File: src/rtl/rsa_pkg.sv
// ----------------------------------------------------------------------------
// rsa_pkg
//   Shared constants and types for the RSA encryptor/decryptor datapath and
//   its host-side serializers.
//   CIPHER_W    : ciphertext width used by encryptor/decryptor outputs
//   BYTE_W      : host link byte width
//   NUM_BYTES   : bytes per ciphertext frame
//   ser_state_t : serializer FSM states
// ----------------------------------------------------------------------------
package rsa_pkg;

   localparam int unsigned CIPHER_W  = 256;
   localparam int unsigned BYTE_W    = 8;
   localparam int unsigned NUM_BYTES = CIPHER_W / BYTE_W;

   typedef enum logic {
      IDLE = 1'b0,
      SEND = 1'b1
   } ser_state_t;

endpackage : rsa_pkg

File: src/rtl/rsa_rise_detect.sv
// ----------------------------------------------------------------------------
// rsa_rise_detect
//   Rising-edge detector for a core done level (enc_flag / dec_flag).
//   clk   : clock, rising edge
//   rst   : asynchronous active-high reset
//   clr   : synchronous clear of the history bit (core restart pulse)
//   level : done level from the core
//   rise  : level is high now and was low (or cleared) on the previous edge
// ----------------------------------------------------------------------------
module rsa_rise_detect
   import rsa_pkg::*;
(
   input  logic clk,
   input  logic rst,
   input  logic clr,
   input  logic level,
   output logic rise
);

   logic level_q;

   // Clearing the history on restart lets a level that is still high be
   // detected again on the following edge.
   always_ff @(posedge clk or posedge rst) begin
      if (rst) begin
         level_q <= 1'b0;
      end else if (clr) begin
         level_q <= 1'b0;
      end else begin
         level_q <= level;
      end
   end

   assign rise = level & ~level_q;

endmodule : rsa_rise_detect

File: src/rtl/rsa_cipher_serializer.sv
// ----------------------------------------------------------------------------
// rsa_cipher_serializer
//   Captures the encryptor ciphertext on the rising edge of its done level
//   and streams it out as DATA_W/BYTE_W bytes over a valid/ready interface.
//   A ciphertext arriving mid-frame is dropped and flagged on overrun.
//
//   clk      : clock, rising edge
//   rst      : asynchronous active-high reset
//   restart  : synchronous restart (the encryptor's "new" pulse); abandons
//              any frame in flight and clears overrun
//   done     : encryptor done level, high until the next restart
//   data_in  : ciphertext, valid while done is high
//   tx_data  : current output byte
//   tx_valid : tx_data is valid
//   tx_ready : consumer accepts the byte
//   tx_last  : high with the final byte of a frame
//   busy     : a frame is in flight
//   overrun  : sticky, a ciphertext was dropped
// ----------------------------------------------------------------------------
module rsa_cipher_serializer
   import rsa_pkg::*;
#(
   parameter int unsigned DATA_W    = CIPHER_W,
   parameter int unsigned BYTE_W    = 8,
   parameter bit          MSB_FIRST = 1'b1
) (
   input  logic              clk,
   input  logic              rst,
   input  logic              restart,
   input  logic              done,
   input  logic [DATA_W-1:0] data_in,
   output logic [BYTE_W-1:0] tx_data,
   output logic              tx_valid,
   input  logic              tx_ready,
   output logic              tx_last,
   output logic              busy,
   output logic              overrun
);

   localparam int unsigned     NUM_B    = DATA_W / BYTE_W;
   localparam int unsigned     CNT_W    = (NUM_B > 1) ? $clog2(NUM_B) : 1;
   localparam logic [CNT_W-1:0] LAST_IDX = CNT_W'(NUM_B - 1);

   ser_state_t        state;
   logic [DATA_W-1:0] shreg;
   logic [DATA_W-1:0] shifted;
   logic [CNT_W-1:0]  cnt;
   logic              cap;
   logic              hs;

   rsa_rise_detect u_done_rise (
      .clk   (clk),
      .rst   (rst),
      .clr   (restart),
      .level (done),
      .rise  (cap)
   );

   // Bytes leave from one end of the shift register; zeros fill the other.
   generate
      if (MSB_FIRST) begin : g_msb
         assign tx_data = shreg[DATA_W-1 -: BYTE_W];
         assign shifted = {shreg[DATA_W-BYTE_W-1:0], {BYTE_W{1'b0}}};
      end else begin : g_lsb
         assign tx_data = shreg[BYTE_W-1:0];
         assign shifted = {{BYTE_W{1'b0}}, shreg[DATA_W-1:BYTE_W]};
      end
   endgenerate

   assign tx_valid = (state == SEND);
   assign busy     = (state == SEND);
   assign hs       = tx_valid & tx_ready;

   always_ff @(posedge clk or posedge rst) begin
      if (rst) begin
         state   <= IDLE;
         shreg   <= '0;
         cnt     <= '0;
         tx_last <= 1'b0;
         overrun <= 1'b0;
      end else if (restart) begin
         state   <= IDLE;
         cnt     <= '0;
         tx_last <= 1'b0;
         overrun <= 1'b0;
      end else begin
         case (state)
            IDLE: begin
               if (cap) begin
                  state   <= SEND;
                  shreg   <= data_in;
                  cnt     <= '0;
                  tx_last <= (NUM_B == 1);
               end
            end
            SEND: begin
               if (hs && (cnt == LAST_IDX)) begin
                  // A capture coinciding with the last handshake chains
                  // straight into the next frame instead of overrunning.
                  if (cap) begin
                     shreg   <= data_in;
                     cnt     <= '0;
                     tx_last <= (NUM_B == 1);
                  end else begin
                     state   <= IDLE;
                     shreg   <= shifted;
                     cnt     <= '0;
                     tx_last <= 1'b0;
                  end
               end else begin
                  if (hs) begin
                     shreg   <= shifted;
                     cnt     <= cnt + CNT_W'(1);
                     tx_last <= ((cnt + CNT_W'(1)) == LAST_IDX);
                  end
                  if (cap) begin
                     overrun <= 1'b1;
                  end
               end
            end
            default: begin
               state <= IDLE;
            end
         endcase
      end
   end

endmodule : rsa_cipher_serializer

File: config.mk
export PLATFORM = sky130hd
export DESIGN_NAME = rsa_cipher_serializer
export DESIGN_NICKNAME = d
export VERILOG_FILES = /design/src/rtl/rsa_pkg.sv /design/src/rtl/rsa_rise_detect.sv /design/src/rtl/rsa_cipher_serializer.sv
export SDC_FILE = /design/constraint.sdc
export NUM_CORES = 1
export LEC_CHECK = 0
export ABC_AREA = 1
export CAP_MARGIN = 20
export CORE_ASPECT_RATIO = 0.5
export CORE_UTILIZATION = 55
export CTS_BUF_LIST = sky130_fd_sc_hd__clkbuf_2
export CTS_CLUSTER_DIAMETER = 30
export CTS_CLUSTER_SIZE = 24
export DETAILED_ROUTE_END_ITERATION = 8
export PLACE_DENSITY_LB_ADDON = 0.2
export SLEW_MARGIN = 0
export SYNTH_ARGS = -nofsm -noshare
export SYNTH_HDL_FRONTEND = slang
export SYNTH_SLANG_ARGS = --single-unit
File: constraint.sdc
create_clock -name clk -period 12.98 [get_ports clk]
set_clock_uncertainty 0.05 [all_clocks]
set_input_delay 2.596 -clock clk [delete_from_list [all_inputs] [get_ports clk]]
set_output_delay 2.596 -clock clk [all_outputs]
set_load 0.05 [all_outputs]
==> results.md <==
* DIE AREA at 0.0278 mm^2
* Post-DP HPWL at 23200 um
* Buffers on Ports at 272
* Synth cell count leaders: nand2_1, nand3_1, inv_1
* IO Pins at 273
* Vert. Die Dim at 118 um
* Most used flip-flop cell after synthesis: dfrtp_1
* Slowest stage delay, CP at 0.91 ns
* CTS sink cnt at 265
* Highest-delay cell along the critical path: buf_4
* Sequential share of power at 0.496
* Mean Syn Cell Area at 6.67 um^2
* Initial core utilization at 0.562
* Worst-path clk slew at approximately 0.18 ns
* Hold buffers post-CTS at 0
* H-Tree Depth at 2
* Reg2reg end: shreg[26]$_DFFE_PP0P_
* Vias at 13700
* Setup_tns at 0 ns
* Internal at 1470 uW
* Origin of the worst setup path: done
* Drt drc at 0
* Relative slew slack at 0.262
* Routed Antenna Nets at 0
* Max-cap violations at 0
* Psw at 739 uW
* Worst reg-to-reg setup slack at just over 9 ns
* Number of cell rows at 42
* Worst slew pin tran at 1.11 ns
* RSZ-0062 raised after global routing: false
* Syn Std Cell Area at roughly 0.015 mm^2
* Synth area leader: dfrtp_1
* Fin crit period at approximately 5.4 ns
* Die X at about 230 um
* Crit path cell chain: clkdlybuf4s50_1, inv_1, nor2_1, nand2_4, nand2_4, buf_4, nand2_1, nand3_1, nand2_1
* Fin. Hold Viols at 0
* Pwr dens at roughly 120 mW/mm^2
* # setup viols final at 0
* Max frequency at 185 MHz
* CTS tree: built
* Gate count after technology mapping at 2231
* Largest net degree at the start of global routing at 160
* Initial antenna violation count at 1
* Gates resized, CTS repair at 0
* Final worst path period share at 0.416
* DR vias/cell at 4.92
* HP Class: reg2reg
* Leakage power at ~0.010 uW
* Worst-Skew Late Latency at 0.85 ns
* Top post-synthesis cells by area: dfrtp_1, nand2_1, nand3_1, inv_1, buf_2
* GR Overflow Total at 0
* Req. time, crit path at 13.67 ns
* Switching share of power at 0.334
* Drt pass-1 iters at 5
* Mapped Nets at 2495
* Netlist cell types at 18
* Proportion of layout cells with a drive suffix above 1 at 0.0325
* Drt first-iter violations at 1389
* Root buf cell: clkbuf_2
* Vias in the first global route at 12900
* Crit path max fanout at about 110
* Most instantiated library cell after synthesis: nand2_1
* Crit path to: shreg[26]$_DFFE_PP0P_
* Routed WL per cell at 13.5 um
* Clk buf depth at 3
* Critical path class: in2reg
* Routed WL at 37600 um
* Worst r2r src: cnt[0]$_DFFE_PP0P_
* GP Congestion at about 0.84
* EDFF count, synth at 0
* Top-area cell type share of the netlist area at 0.446
* Combinational power share at 0.249
* Synth async-reset ratio at 1.00
* CP arrival at 6.09 ns
* Final slew viol count at 0
* Endpoint class of the critical path: register
* Final Core Density at 0.678
* Nets at 2671
* Synth warn at 0
* Clk pwr share at 0.255
* First-pass GRT wire length at 64000 um
* Outcome: finished clean
* Tot GR Track Use at 0.278
* Seq/Total Area, Yosys at 0.446
* R2r worst-path depth at 12
* Critical path startpoint category: primary input
* Num CTS Buffers at 37
* Area of the core at 0.0265 mm^2
* Max VDD drop at 68.3 uV
* Number of setup buffers added after CTS at 0
* Synthesis-to-layout area growth at 20.6%
* Synth Register Bits at 265
-- worst max-delay path, delay by kind of cell --
| family | cells | cell delay [ns] |
|---|---|---|
| and+or+nand+nor | 6 | 1.84 |
| buffers and inverters | 3 | 1.44 |
-- kinds of logic after synthesis --
group | share of synthesized area
buffers and inverters | 0.178
AND/OR/NAND/NOR | 0.372
adder cells (fa/ha/maj) | 0.00252
XOR/XNOR | 0.000589
flip-flops | 0.446
AO/OA/AOI/OAI | 0.00185
-- sequential cells by signal, indices dropped and copies added, names as in the netlist --
| name | cells |
|---|---|
| cnt | 5 |
| overrun | 1 |
| u_done_rise.level_q | 1 |
| shreg | 256 |
| tx_last | 1 |
| busy | 1 |
-- metal layers --
layer	global-route usage	part of all wire
met5	0	0
met4	0.0535	0.015
met3	0.0486	0.061
met2	0.443	0.47
met1	0.400	0.46
-- layout by cell type, fill, tap and decap left out, drive strengths merged --
cell type,instances
nand2,782
inv,510
nand3,507
clkdlybuf4s50,272
dfrtp,265
clkbuf,43
buf,13
clkinv,11
nor2,9
bufinv,7
nand4,3
o21ai,3
ha,3
clkinvlp,2
diode,1
o21a,1
a21oi,1
xnor2,1
-- worst min path at each step --
stage          depth (start not counted)                      to              startpoint  slack (ns)
6_report                               2   shreg[74]$_DFFE_PP0P_   shreg[74]$_DFFE_PP0P_        0.45
5_1_grt                                2  shreg[253]$_DFFE_PP0P_  shreg[253]$_DFFE_PP0P_        0.47
4_1_cts                                2    shreg[0]$_DFFE_PP0P_    shreg[0]$_DFFE_PP0P_        0.45
3_5_place_dp                           2  shreg[231]$_DFFE_PP0P_  shreg[231]$_DFFE_PP0P_        0.41
3_3_place_gp                           2   shreg[21]$_DFFE_PP0P_   shreg[21]$_DFFE_PP0P_        0.41
2_1_floorplan                          2      cnt[4]$_DFFE_PP0P_      cnt[4]$_DFFE_PP0P_        0.40
-- final cells by class --
type / count / area (um^2)
clock buffer: 43 / 215
clock inverter: 22 / 295
antenna: 1 / 2.50
sequential: 265 / 6640
tap: 352 / 440
fill: 2409 / 8530
inverter: 508 / 1920
timing repair buffer: 285 / 2820
multi-input combinational: 1310 / 5620
-- power by group through the flow --
stage | Combinational [uW] | Clock, uW | Sequential, uW
3_5_place_dp | 553 | 0 | 1110
2_1_floorplan | 400 | 0 | 1090
6_report | 551 | 563 | 1100
5_1_grt | 637 | 612 | 1120
3_3_place_gp | 540 | 0 | 1110
4_1_cts | 557 | 573 | 1100
-- through the flow --
step                      instances  setup WS [ns]  cell area [um^2]  total power, uW  hold slack, ns
after CTS                      2785           7.55             17900             2230           0.454
final                          2786           7.58             18000             2210           0.449
after global placement         2720           6.85             17400             1650           0.412
after global routing           2785           7.35             17900             2370           0.466
after floorplan                2231           3.04             14900             1490           0.398
after detailed placement       2720           6.78             17400             1660           0.415
No activity file was read; power rests on OpenSTA's default activity.
